==> config.mk <==
export PLATFORM = sky130hd
export DESIGN_NAME = node_init_loader_flat
export DESIGN_NICKNAME = d
export VERILOG_FILES = /design/src/rtl/node_init_loader_if.sv /design/src/rtl/node_init_loader.sv /design/src/flat_wrapper.sv
export SDC_FILE = /design/constraint.sdc
export NUM_CORES = 1
export LEC_CHECK = 0
export ABC_CLOCK_PERIOD_IN_PS = 3200
export CAP_MARGIN = 15
export CORE_ASPECT_RATIO = 1.4
export CORE_MARGIN = 2
export CORE_UTILIZATION = 51
export CTS_CLUSTER_SIZE = 40
export DETAILED_ROUTE_END_ITERATION = 8
export PLACE_DENSITY_LB_ADDON = 0.1
export RECOVER_POWER = 100
export SKIP_CTS_REPAIR_TIMING = 1
export SYNTH_ARGS = -nofsm -noshare
export SYNTH_HDL_FRONTEND = slang
export SYNTH_SLANG_ARGS = --single-unit
==> constraint.sdc <==
create_clock -name clk -period 3.2 [get_ports clk]
set_clock_uncertainty 0.2 [all_clocks]
set_input_delay 0.64 -clock clk [delete_from_list [all_inputs] [get_ports clk]]
set_output_delay 0.64 -clock clk [all_outputs]
set_load 0.02 [all_outputs]
==> src/rtl/node_init_loader_if.sv <==
// Bus between the initial-displacement loader, its LUT and the solver node RAM write port.
`timescale 1ns/1ps
interface node_init_loader_if #(
    parameter int ADDR_W = 5,
    parameter int DATA_W = 32
);
    logic              start;
    logic [2:0]        amp_shift;
    logic [ADDR_W-1:0] lut_addr;
    logic [DATA_W-1:0] lut_data;
    logic              wr_en;
    logic [ADDR_W-1:0] wr_addr;
    logic [DATA_W-1:0] wr_data;
    logic              wr_ready;
    logic              busy;
    logic              done;

    // Loader side: drives the LUT address and the node RAM write port.
    modport master (
        input  start, amp_shift, lut_data, wr_ready,
        output lut_addr, wr_en, wr_addr, wr_data, busy, done
    );

    // Environment side: control, LUT and RAM/arbiter.
    modport slave (
        output start, amp_shift, lut_data, wr_ready,
        input  lut_addr, wr_en, wr_addr, wr_data, busy, done
    );
endinterface

==> src/rtl/node_init_loader.sv <==
// Walks the initial-displacement LUT for every string node, scales each value by an
// arithmetic right shift and streams it out as a write to the solver node RAMs.
// The write port is a one-deep pipeline stage that holds under backpressure.
`timescale 1ns/1ps
module node_init_loader #(
    parameter int N_NODES = 30,
    parameter int ADDR_W  = 5,
    parameter int DATA_W  = 32
) (
    input  logic               clk,
    input  logic               reset,
    node_init_loader_if.master bus
);
    localparam logic [1:0] ST_IDLE  = 2'd0;
    localparam logic [1:0] ST_FETCH = 2'd1;
    localparam logic [1:0] ST_DRAIN = 2'd2;

    localparam logic [ADDR_W-1:0] LAST_IDX = ADDR_W'(N_NODES - 1);

    logic [1:0]        state_reg;
    logic [ADDR_W-1:0] idx_reg;
    logic [ADDR_W-1:0] lut_addr_reg;
    logic              wr_en_reg;
    logic [ADDR_W-1:0] wr_addr_reg;
    logic [DATA_W-1:0] wr_data_reg;
    logic              busy_reg;
    logic              done_reg;
    logic [2:0]        shift_reg;

    // The pipeline stage may advance when it is empty or its word is being taken now.
    logic                     advance;
    logic signed [DATA_W-1:0] scaled;

    assign advance = !wr_en_reg || bus.wr_ready;
    assign scaled  = $signed(bus.lut_data) >>> shift_reg;

    assign bus.lut_addr = lut_addr_reg;
    assign bus.wr_en    = wr_en_reg;
    assign bus.wr_addr  = wr_addr_reg;
    assign bus.wr_data  = wr_data_reg;
    assign bus.busy     = busy_reg;
    assign bus.done     = done_reg;

    // Load sequencer: IDLE waits for start, FETCH streams one node per accepted slot,
    // DRAIN waits for the final write to be accepted before signalling done.
    always_ff @(posedge clk or posedge reset) begin
        if (reset) begin
            state_reg    <= ST_IDLE;
            idx_reg      <= '0;
            lut_addr_reg <= '0;
            wr_en_reg    <= 1'b0;
            wr_addr_reg  <= '0;
            wr_data_reg  <= '0;
            busy_reg     <= 1'b0;
            done_reg     <= 1'b0;
            shift_reg    <= '0;
        end else begin
            case (state_reg)
                ST_IDLE: begin
                    done_reg <= 1'b0;
                    if (bus.start) begin
                        state_reg    <= ST_FETCH;
                        idx_reg      <= '0;
                        lut_addr_reg <= '0;
                        busy_reg     <= 1'b1;
                        shift_reg    <= bus.amp_shift;
                    end
                end
                ST_FETCH: begin
                    if (advance) begin
                        wr_en_reg   <= 1'b1;
                        wr_addr_reg <= lut_addr_reg;
                        wr_data_reg <= scaled;
                        if (idx_reg == LAST_IDX) begin
                            state_reg <= ST_DRAIN;
                        end else begin
                            idx_reg      <= idx_reg + 1'b1;
                            lut_addr_reg <= idx_reg + 1'b1;
                        end
                    end
                end
                ST_DRAIN: begin
                    if (bus.wr_ready) begin
                        wr_en_reg <= 1'b0;
                        busy_reg  <= 1'b0;
                        done_reg  <= 1'b1;
                        state_reg <= ST_IDLE;
                    end
                end
                default: begin
                    state_reg <= ST_IDLE;
                end
            endcase
        end
    end
endmodule
==> src/flat_wrapper.sv <==
// flat-port wrapper written by rule: the top's interface ports become plain ports
module node_init_loader_flat 
#(
    parameter int N_NODES = 30,
    parameter int ADDR_W  = 5,
    parameter int DATA_W  = 32
)
  (clk, reset, bus_start, bus_amp_shift, bus_lut_data, bus_wr_ready, bus_lut_addr, bus_wr_en, bus_wr_addr, bus_wr_data, bus_busy, bus_done);
  node_init_loader_if #(.ADDR_W(ADDR_W), .DATA_W(DATA_W)) bus_i ();
  input  logic clk;
  input  logic reset;
  input wire logic [$bits(bus_i.start)-1:0] bus_start;
  input wire logic [$bits(bus_i.amp_shift)-1:0] bus_amp_shift;
  input wire logic [$bits(bus_i.lut_data)-1:0] bus_lut_data;
  input wire logic [$bits(bus_i.wr_ready)-1:0] bus_wr_ready;
  output wire logic [$bits(bus_i.lut_addr)-1:0] bus_lut_addr;
  output wire logic [$bits(bus_i.wr_en)-1:0] bus_wr_en;
  output wire logic [$bits(bus_i.wr_addr)-1:0] bus_wr_addr;
  output wire logic [$bits(bus_i.wr_data)-1:0] bus_wr_data;
  output wire logic [$bits(bus_i.busy)-1:0] bus_busy;
  output wire logic [$bits(bus_i.done)-1:0] bus_done;
  assign bus_i.start = bus_start;
  assign bus_i.amp_shift = bus_amp_shift;
  assign bus_i.lut_data = bus_lut_data;
  assign bus_i.wr_ready = bus_wr_ready;
  assign bus_lut_addr = bus_i.lut_addr;
  assign bus_wr_en = bus_i.wr_en;
  assign bus_wr_addr = bus_i.wr_addr;
  assign bus_wr_data = bus_i.wr_data;
  assign bus_busy = bus_i.busy;
  assign bus_done = bus_i.done;
  node_init_loader #(.N_NODES(N_NODES), .ADDR_W(ADDR_W), .DATA_W(DATA_W)) u_core (.clk(clk), .reset(reset), .bus(bus_i));
endmodule
==> results.sh, run 1 <==
export IMPL_status="finished clean"
export IMPL_synth_edf_count=0
export IMPL_ys_types=34
export IMPL_clkTransAtPathRegs_ns=0.09
export IMPL_first_pass_iters=4
export IMPL_power_density_mw_per_mm2=955
export IMPL_ant_nets=0
export IMPL_yosysTopAreaCell="dfrtp_1"
export IMPL_max_cap_violations=0
export IMPL_cts_tree="yes"
export IMPL_crit_path_max_fanout=7
export IMPL_power_total_w=0.00366
export IMPL_drtIter0Drc=201
export IMPL_min_period_ns=2.60
export IMPL_io_pins=84
export IMPL_arrival_ns=2.65
export IMPL_area_growth_pct=32.9
export IMPL_grt_first_pass_wirelength_um=11800
export IMPL_globalplace_congestion=0.857
export IMPL_clockBufferDepth=2
export IMPL_die_w_um=67.5
export IMPL_yosys_area_top_type_share=0.434
export IMPL_slowest_stage="nor3b_1"
export IMPL_drive_gt1_frac=0.111
export IMPL_crit_path_start_kind="primary input"
export IMPL_placed_cells=437
export IMPL_slew_headroom=0.198
export IMPL_num_vias=2624
export IMPL_maxSlewViolCount=0
export IMPL_cts_sink_count=50
export IMPL_fillerInstances=459
export IMPL_irDropWorstVdd_mv=0.529
export IMPL_fin_nets=417
export IMPL_wl_um=7380
export IMPL_via_per_inst=5.90
export IMPL_finalSetupViolCount=0
export IMPL_yosys_top_cells_area="dfrtp_1, mux2_2, o22ai_1, nand2_1, o31ai_1"
export IMPL_async_flop_share=1.00
export IMPL_grt_max_degree=51
export IMPL_tightest_slew_ns=1.20
export IMPL_ys_flop_type="dfrtp_1"
export IMPL_ys_seq_area_frac=0.434
export IMPL_tns_ns=0
export IMPL_critical_path_class="primary input to flop"
export IMPL_syn_nets=345
export IMPL_final_hold_violation_count=0
export IMPL_grt_setup_unrepaired="no"
export IMPL_clk_latency_ns=0.31
export IMPL_p_leak_nw=1.60
export IMPL_core_rowCount=32
export IMPL_track_usage=0.246
export IMPL_hold_slack_ns=0.275
export IMPL_critPathCaptureType="flop"
export IMPL_synth_area_per_cell_um2=9.48
export IMPL_htree_levels=2
export IMPL_syn_area_mm2=0.00288
export IMPL_wire_per_inst_um=16.6
export IMPL_ys_warn_count=0
export IMPL_cts_root_buf="clkbuf_8"
export IMPL_largest_reg_flops=32
export IMPL_critPathMaxStageDelay_ns=0.75
export IMPL_die_y_um=92.9
export IMPL_dpl_hpwl_um=5380
export IMPL_antenna_found_initial=0
export IMPL_yosys_register_bits=50
export IMPL_hp_class="flop to flop"
export IMPL_fmax_mhz=384
export IMPL_core_area_mm2=0.00549
export IMPL_final_cell_mix="nand2_1, o22ai_1, dfrtp_1, dlygate4sd3_1, clkdlybuf4s50_1"
export IMPL_die_area_mm2=0.00628
export IMPL_grt_pass1_vias=2541
export IMPL_instances_no_fill=445
export IMPL_diodes=0
export IMPL_worst_ep_required_time_ns=3.24
export IMPL_start_util=0.525
export IMPL_postSynthCellCount=304
export IMPL_io_buffers=83
export IMPL_route_detailed_drc=0
export IMPL_gr_total_overflow=0
export IMPL_finalCritPeriodShare=0.813
export IMPL_cts_buffers=5
export IMPL_crit_chain="clkdlybuf4s50_1, nor3b_1, a31oi_2, or4b_1, nand2_1"
[worst max-delay path: cells and delay by family]
kind                   cells  cell delay [ns]
buffers and inverters      1             0.48
and+or+nand+nor            3             1.39
AOI/OAI and AO/OA          1             0.14
[cells in the mapped netlist (all sizes together) (2+ instances only)]
master and n:
nand4 2, inv 7, ha 2, mux2i 3, o22ai 50, nand2b 6, mux2 34, a21oi 6
a211o 2, o31ai 25, o211ai 2, dfrtp 50, and3 2, buf 13, nor2 11, nand2 50
o21ai 11, clkbuf 12, nor2b 3
[logic make-up (layout without fill, tap and decap cells)]
| kind of cell | count (synthesis) | after routing | share of synthesized area |
|---|---|---|---|
| compound gates | 104 | 104 | 0.240 |
| simple gates | 78 | 78 | 0.123 |
| flops | 50 | 50 | 0.434 |
| mux | 37 | 37 | 0.143 |
| buf+inv | 32 | 105 | 0.0482 |
| fa+ha+maj | 2 | 2 | 0.00868 |
| xor+xnor | 1 | 1 | 0.00304 |
[cell type report]
class / count / area (um^2) / share of cell area
repair buffers: 90 / 881 / 0.230
clock buffers: 7 / 76.3 / 0.0199
inverters: 7 / 26.3 / 0.00686
well taps: 68 / 85.1 / 0.0222
flip-flops and latches: 50 / 1250 / 0.327
clock inverters: 1 / 30.0 / 0.00784
multi-input cells: 222 / 1480 / 0.386
[metrics by stage]
stage,instance area (um^2),worst slack (ns),util
2_1_floorplan,2880,1.16,-
3_3_place_gp,3750,0.785,0.684
3_5_place_dp,3750,0.750,0.684
4_1_cts,3860,0.956,0.703
5_1_grt,3830,0.419,0.698
6_report,3830,0.599,0.698
[metal layers]
metal / up-vias / GRT usage / wire length [um]
li1: 1283 / - / -
met1: 1254 / 0.319 / 3090
met2: 81 / 0.415 / 3760
met3: 6 / 0.0401 / 435
met4: 0 / 0.0731 / 89
met5: - / 0 / 0
[worst paths after layout]
| kind | startpoint | end | slack [ns] | cells past startpoint |
|---|---|---|---|---|
| setup / recovery | bus_start | u_core.idx_reg[2] | 0.60 | 5 |
| max in group asynchronous | reset | u_core.bus.wr_data[23] | 0.83 | 3 |
| hold / removal | u_core.bus.wr_addr[4] | u_core.bus.wr_addr[4] | 0.27 | 2 |
| setup reg to reg | u_core.shift_reg[1] | u_core.bus.wr_data[24] | 0.69 | 5 |
| hold reg to reg | u_core.bus.wr_addr[4] | u_core.bus.wr_addr[4] | 0.27 | 2 |
| min in group asynchronous | reset | u_core.bus.wr_data[4] | 0.88 | 2 |
[report_power, final]
| part | total, W | switching [W] | internal (W) | leakage [nW] |
|---|---|---|---|---|
| sequential | 0.00114 | 0.000241 | 0.000904 | 0.600 |
| combinational | 0.00207 | 0.00114 | 0.000930 | 0.944 |
| clock | 0.000446 | 0.000212 | 0.000234 | 0.0524 |
Power figures use the tool's default switching activity.
==> run 2, diff against run 1 <==
Settings changed: ABC_CLOCK_PERIOD_IN_PS 3200 to 2270, CORE_UTILIZATION 51 to 43.
Clock period 3.2 ns to 2.27 ns, I/O delays scaled along.
==> run 2 against run 1 <==
  * Core utilization fell by 9.8 points
  * Cell count rose by 3.4%
  * Count of clock-buffer cells in the layout rose by 1
  * Critical path depth fell by 4
  * Largest cell class unchanged
  * First-iteration DRC count fell by 22%
==> results.sh, run 2 (synthesized netlist as in run 1, its figures left out) <==
export IMPL_largest_reg_flops=32
export IMPL_postLayoutCellArea_mm2=0.00392
export IMPL_track_usage=0.218
export IMPL_min_delay_start="u_core.bus.wr_data[22]"
export IMPL_die_y_um=101
export IMPL_diodes=0
export IMPL_instances_no_fill=460
export IMPL_die_w_um=73.2
export IMPL_grt_pass1_vias=2696
export IMPL_core_area_mm2=0.00653
export IMPL_fin_nets=426
export IMPL_whs_endpoint="u_core.bus.wr_data[22]"
export IMPL_path_buf_inv=1
export IMPL_num_vias=2653
export IMPL_htree_levels=2
export IMPL_cts_sink_count=50
export IMPL_crit_chain="dlygate4sd3_1"
export IMPL_critPathCaptureType="output pin"
export IMPL_finalCritPeriodShare=0.926
export IMPL_clk_latency_ns=0.30
export IMPL_clkTransAtPathRegs_ns=0.09
export IMPL_route_detailed_drc=0
export IMPL_final_hold_violation_count=0
export IMPL_hp_class="flop to flop"
export IMPL_arrival_ns=1.45
export IMPL_grt_max_degree=51
export IMPL_clockBufferDepth=2
export IMPL_path_depth=1
export IMPL_cts_buffers=5
export IMPL_irDropWorstVdd_mv=0.684
export IMPL_area_growth_pct=35.9
export IMPL_final_cell_mix="nand2_1, o22ai_1, dfrtp_1, dlygate4sd3_1, clkdlybuf4s50_1"
export IMPL_crit_path_start_kind="flop"
export IMPL_power_density_mw_per_mm2=1340
export IMPL_dpl_instance_area_mm2=0.00386
export IMPL_wire_per_inst_um=16.9
export IMPL_first_pass_iters=4
export IMPL_cts_tree="yes"
export IMPL_ff2ff_path_depth=5
export IMPL_via_per_inst=5.77
export IMPL_slowest_stage="dlygate4sd3_1"
export IMPL_start_util=0.442
export IMPL_ant_nets=0
export IMPL_placed_cells=452
export IMPL_wl_um=7780
export IMPL_worst_ep_required_time_ns=1.62
export IMPL_dpl_hpwl_um=5680
export IMPL_maxSlewViolCount=0
export IMPL_status="finished clean"
export IMPL_fmax_mhz=476
export IMPL_rrSetupSlack_ns=0.21
export IMPL_io_buffers=83
export IMPL_gr_total_overflow=0
export IMPL_crit_family="buffers and inverters"
export IMPL_critical_path_class="flop to output pin"
export IMPL_core_rowCount=35
export IMPL_worstHoldPathCells=2
export IMPL_drtIter0Drc=156
export IMPL_crit_path_max_fanout=7
export IMPL_finalSetupViolCount=0
export IMPL_cts_root_buf="clkbuf_8"
export IMPL_drive_gt1_frac=0.140
export IMPL_p_leak_nw=1.64
export IMPL_grt_first_pass_wirelength_um=12700
export IMPL_critPathMaxStageDelay_ns=0.70
export IMPL_tightest_slew_ns=1.25
export IMPL_antenna_found_initial=0
export IMPL_grt_setup_unrepaired="no"
export IMPL_globalplace_congestion=0.811
export IMPL_slew_headroom=0.163
export IMPL_utilization=0.600
export IMPL_die_area_mm2=0.00738
export IMPL_min_period_ns=2.10
export IMPL_io_pins=84
export IMPL_rr_startpoint="u_core.shift_reg[1]"
export IMPL_tns_ns=0
export IMPL_power_total_w=0.00525
export IMPL_reg2reg_to="u_core.bus.wr_data[25]"
export IMPL_max_cap_violations=0
[run 2: changes by cell type in the layout (fill, tap and decap cells not counted)]
cell / change
buf_12: +1
clkbuf_2: +2
clkbuf_1: -2
clkbuf_8: +3
mux2_1: -1
mux2_2: +1
buf_4: +5
inv_1: -1
clkbuf_4: +1
bufinv_16: -1
clkinv_1: +1
[run 2: layout make-up]
class | count | area (um^2)
timing repair buffer | 99 | 956
inverter | 7 | 26.3
sequential | 50 | 1250
multi-input combinational | 222 | 1480
clock buffer | 8 | 110
fill | 585 | 2610
tap | 74 | 92.6
[run 2: worst max path at each step]
stage	from	endpoint	slack, ns
2_1_floorplan	u_core.idx_reg[1]	u_core.idx_reg[2]	0.38
3_3_place_gp	bus_wr_ready	u_core.idx_reg[2]	0.17
3_5_place_dp	bus_wr_ready	u_core.idx_reg[2]	0.15
4_1_cts	u_core.idx_reg[0]	bus_lut_addr[0]	0.20
5_1_grt	bus_start	u_core.shift_reg[2]	0.10
6_report	u_core.idx_reg[2]	bus_lut_addr[2]	0.17
[run 2: through the flow]
stage,hold WS (ns),setup WS [ns]
global route,0.297,0.105
floorplan,0.338,0.381
finish,0.275,0.167
global placement,0.259,0.174
CTS,0.288,0.204
detailed placement,0.266,0.150
[run 2: worst reg2reg max path, delay by kind of cell, from the launching register on]
kind	cells	cell delay [ns]
buffers and inverters	1	0.40
multiplexers	2	0.65
flip-flops	1	0.47
AO/OA/AOI/OAI	2	0.24
[run 2: per-layer routing]
layer | part of all wire | vias up | global-route usage
li1 | - | 1301 | -
met1 | 0.42 | 1261 | 0.263
met2 | 0.51 | 79 | 0.385
met3 | 0.046 | 12 | 0.0340
met4 | 0.021 | 0 | 0.0769
met5 | 0 | - | 0
[run 2: power breakdown]
part / switching (W) / internal [W]
sequential: 0.000276 / 0.00128
combinational: 0.00171 / 0.00139
clock: 0.000292 / 0.000308
==> run 3, diff against run 2 <==
Settings changed: CORE_MARGIN 2 to unset.
==> run 3 against run 2 <==
  * The flow now finishes with violations (DRC)
  * Cell count shrank 0.65%
  * Worst setup slack got worse by 0.028 ns
  * Critical endpoint unchanged
  * Maximum frequency shrank 1.3%
  * Largest cell class unchanged
  * Hold slack is essentially flat
  * Die area fell by 4.7%
==> results.sh, run 3 (synthesized netlist as in run 1, its figures left out) <==
export IMPL_num_vias=2680
export IMPL_dpl_hpwl_um=5340
export IMPL_crit_chain="dlygate4sd3_1"
export IMPL_io_pins=84
export IMPL_grt_pass1_vias=2617
export IMPL_globalplace_congestion=0.794
export IMPL_ant_nets=0
export IMPL_gr_total_overflow=0
export IMPL_power_total_w=0.00528
export IMPL_maxSlewViolCount=0
export IMPL_finalCritPeriodShare=0.939
export IMPL_tns_ns=0
export IMPL_diodes=0
export IMPL_antenna_found_initial=0
export IMPL_htree_levels=2
export IMPL_crit_path_max_fanout=7
export IMPL_largest_reg_flops=32
export IMPL_critical_path_class="flop to output pin"
export IMPL_path_buf_inv=1
export IMPL_clk_latency_ns=0.30
export IMPL_wire_per_inst_um=16.3
export IMPL_fillerInstances=580
export IMPL_route_detailed_drc=9
export IMPL_die_area_mm2=0.00704
export IMPL_core_area_mm2=0.00634
export IMPL_drtIter0Drc=225
export IMPL_die_w_um=71.2
export IMPL_fmax_mhz=469
export IMPL_multiInputGateArea_mm2=0.00148
export IMPL_grt_first_pass_wirelength_um=12500
export IMPL_final_cell_mix="o22ai_1, dfrtp_1, nand2_1, dlygate4sd3_1, clkdlybuf4s50_1"
export IMPL_met1_usage=0.288
export IMPL_cts_tree="yes"
export IMPL_crit_family="buffers and inverters"
export IMPL_p_leak_nw=1.65
export IMPL_critPathCaptureType="output pin"
export IMPL_grt_use_met2=0.370
export IMPL_rrSetupSlack_ns=0.25
export IMPL_dp_slack_ns=0.124
export IMPL_status="finished, violations left"
export IMPL_grt_setup_unrepaired="no"
export IMPL_cts_buffers=5
export IMPL_wl_um=7450
export IMPL_arrival_ns=1.48
export IMPL_first_pass_iters=9
export IMPL_hp_class="flop to flop"
export IMPL_power_density_mw_per_mm2=1340
export IMPL_grt_met3_usage=0.0470
export IMPL_track_usage=0.223
export IMPL_grt_busiest_layer="met2"
export IMPL_cts_root_buf="clkbuf_8"
export IMPL_io_buffers=83
export IMPL_irDropWorstVdd_mv=0.881
export IMPL_grt_max_degree=51
export IMPL_cts_sink_count=50
export IMPL_tightest_slew_ns=1.25
export IMPL_slew_headroom=0.168
export IMPL_clockBufferDepth=2
export IMPL_min_period_ns=2.13
export IMPL_slowest_stage="dlygate4sd3_1"
export IMPL_via_per_inst=5.86
export IMPL_finalSetupViolCount=0
export IMPL_regArea_mm2=0.00125
export IMPL_crit_path_start_kind="flop"
export IMPL_die_y_um=98.9
export IMPL_fin_nets=426
export IMPL_final_hold_violation_count=0
export IMPL_drive_gt1_frac=0.127
export IMPL_area_growth_pct=36.3
export IMPL_worst_ep_required_time_ns=1.62
export IMPL_max_cap_violations=0
export IMPL_critPathMaxStageDelay_ns=0.71
export IMPL_violations="DRC"
export IMPL_clkTransAtPathRegs_ns=0.09
export IMPL_finalWorstSetupSlack_ns=0.139
export IMPL_core_rowCount=34
export IMPL_start_util=0.455
==> run 3: path summary, 6_finish.rpt <==
kind,startpoint,endpoint,cells past startpoint
max,u_core.idx_reg[2],bus_lut_addr[2],1
min,u_core.bus.wr_data[10],u_core.bus.wr_data[10],2
max reg2reg,u_core.shift_reg[1],u_core.bus.wr_data[26],4
min reg2reg,u_core.bus.wr_data[10],u_core.bus.wr_data[10],2
max in group asynchronous,reset,u_core.shift_reg[0],3
min in group asynchronous,reset,u_core.bus.wr_addr[3],3
==> run 3: power breakdown <==
| group | leakage (nW) | total, W | switching [W] | internal, W |
|---|---|---|---|---|
| logic | 0.994 | 0.00307 | 0.00168 | 0.00140 |
| clock network | 0.0573 | 0.000652 | 0.000299 | 0.000353 |
| registers | 0.600 | 0.00155 | 0.000274 | 0.00128 |
| total | 1.65 | 0.00528 | 0.00225 | 0.00302 |
==> run 3: area by class of cell <==
class                      instances  share of cell area
sequential                        50               0.319
tap                               72              0.0229
clock inverter                     1             0.00765
inverter                           7             0.00669
multi-input combinational        222               0.378
timing repair buffer              99               0.245
clock buffer                       6              0.0210
==> run 3: routing by layer <==
metal | up-vias | wire length (um)
met5 | - | 0
met4 | 0 | 140
met3 | 12 | 507
met2 | 102 | 3670
met1 | 1271 | 3130
li1 | 1295 | -
==> run 3: stage by stage <==
step           area (um^2)  hold WS, ns  std cells  utilization
4_1_cts               3980        0.287        457        0.627
3_3_place_gp          3860        0.259        450        0.609
5_1_grt               3930        0.296        457        0.619
3_5_place_dp          3860        0.266        450        0.609
6_report              3930        0.275        457        0.619
2_1_floorplan         2880        0.338        304            -
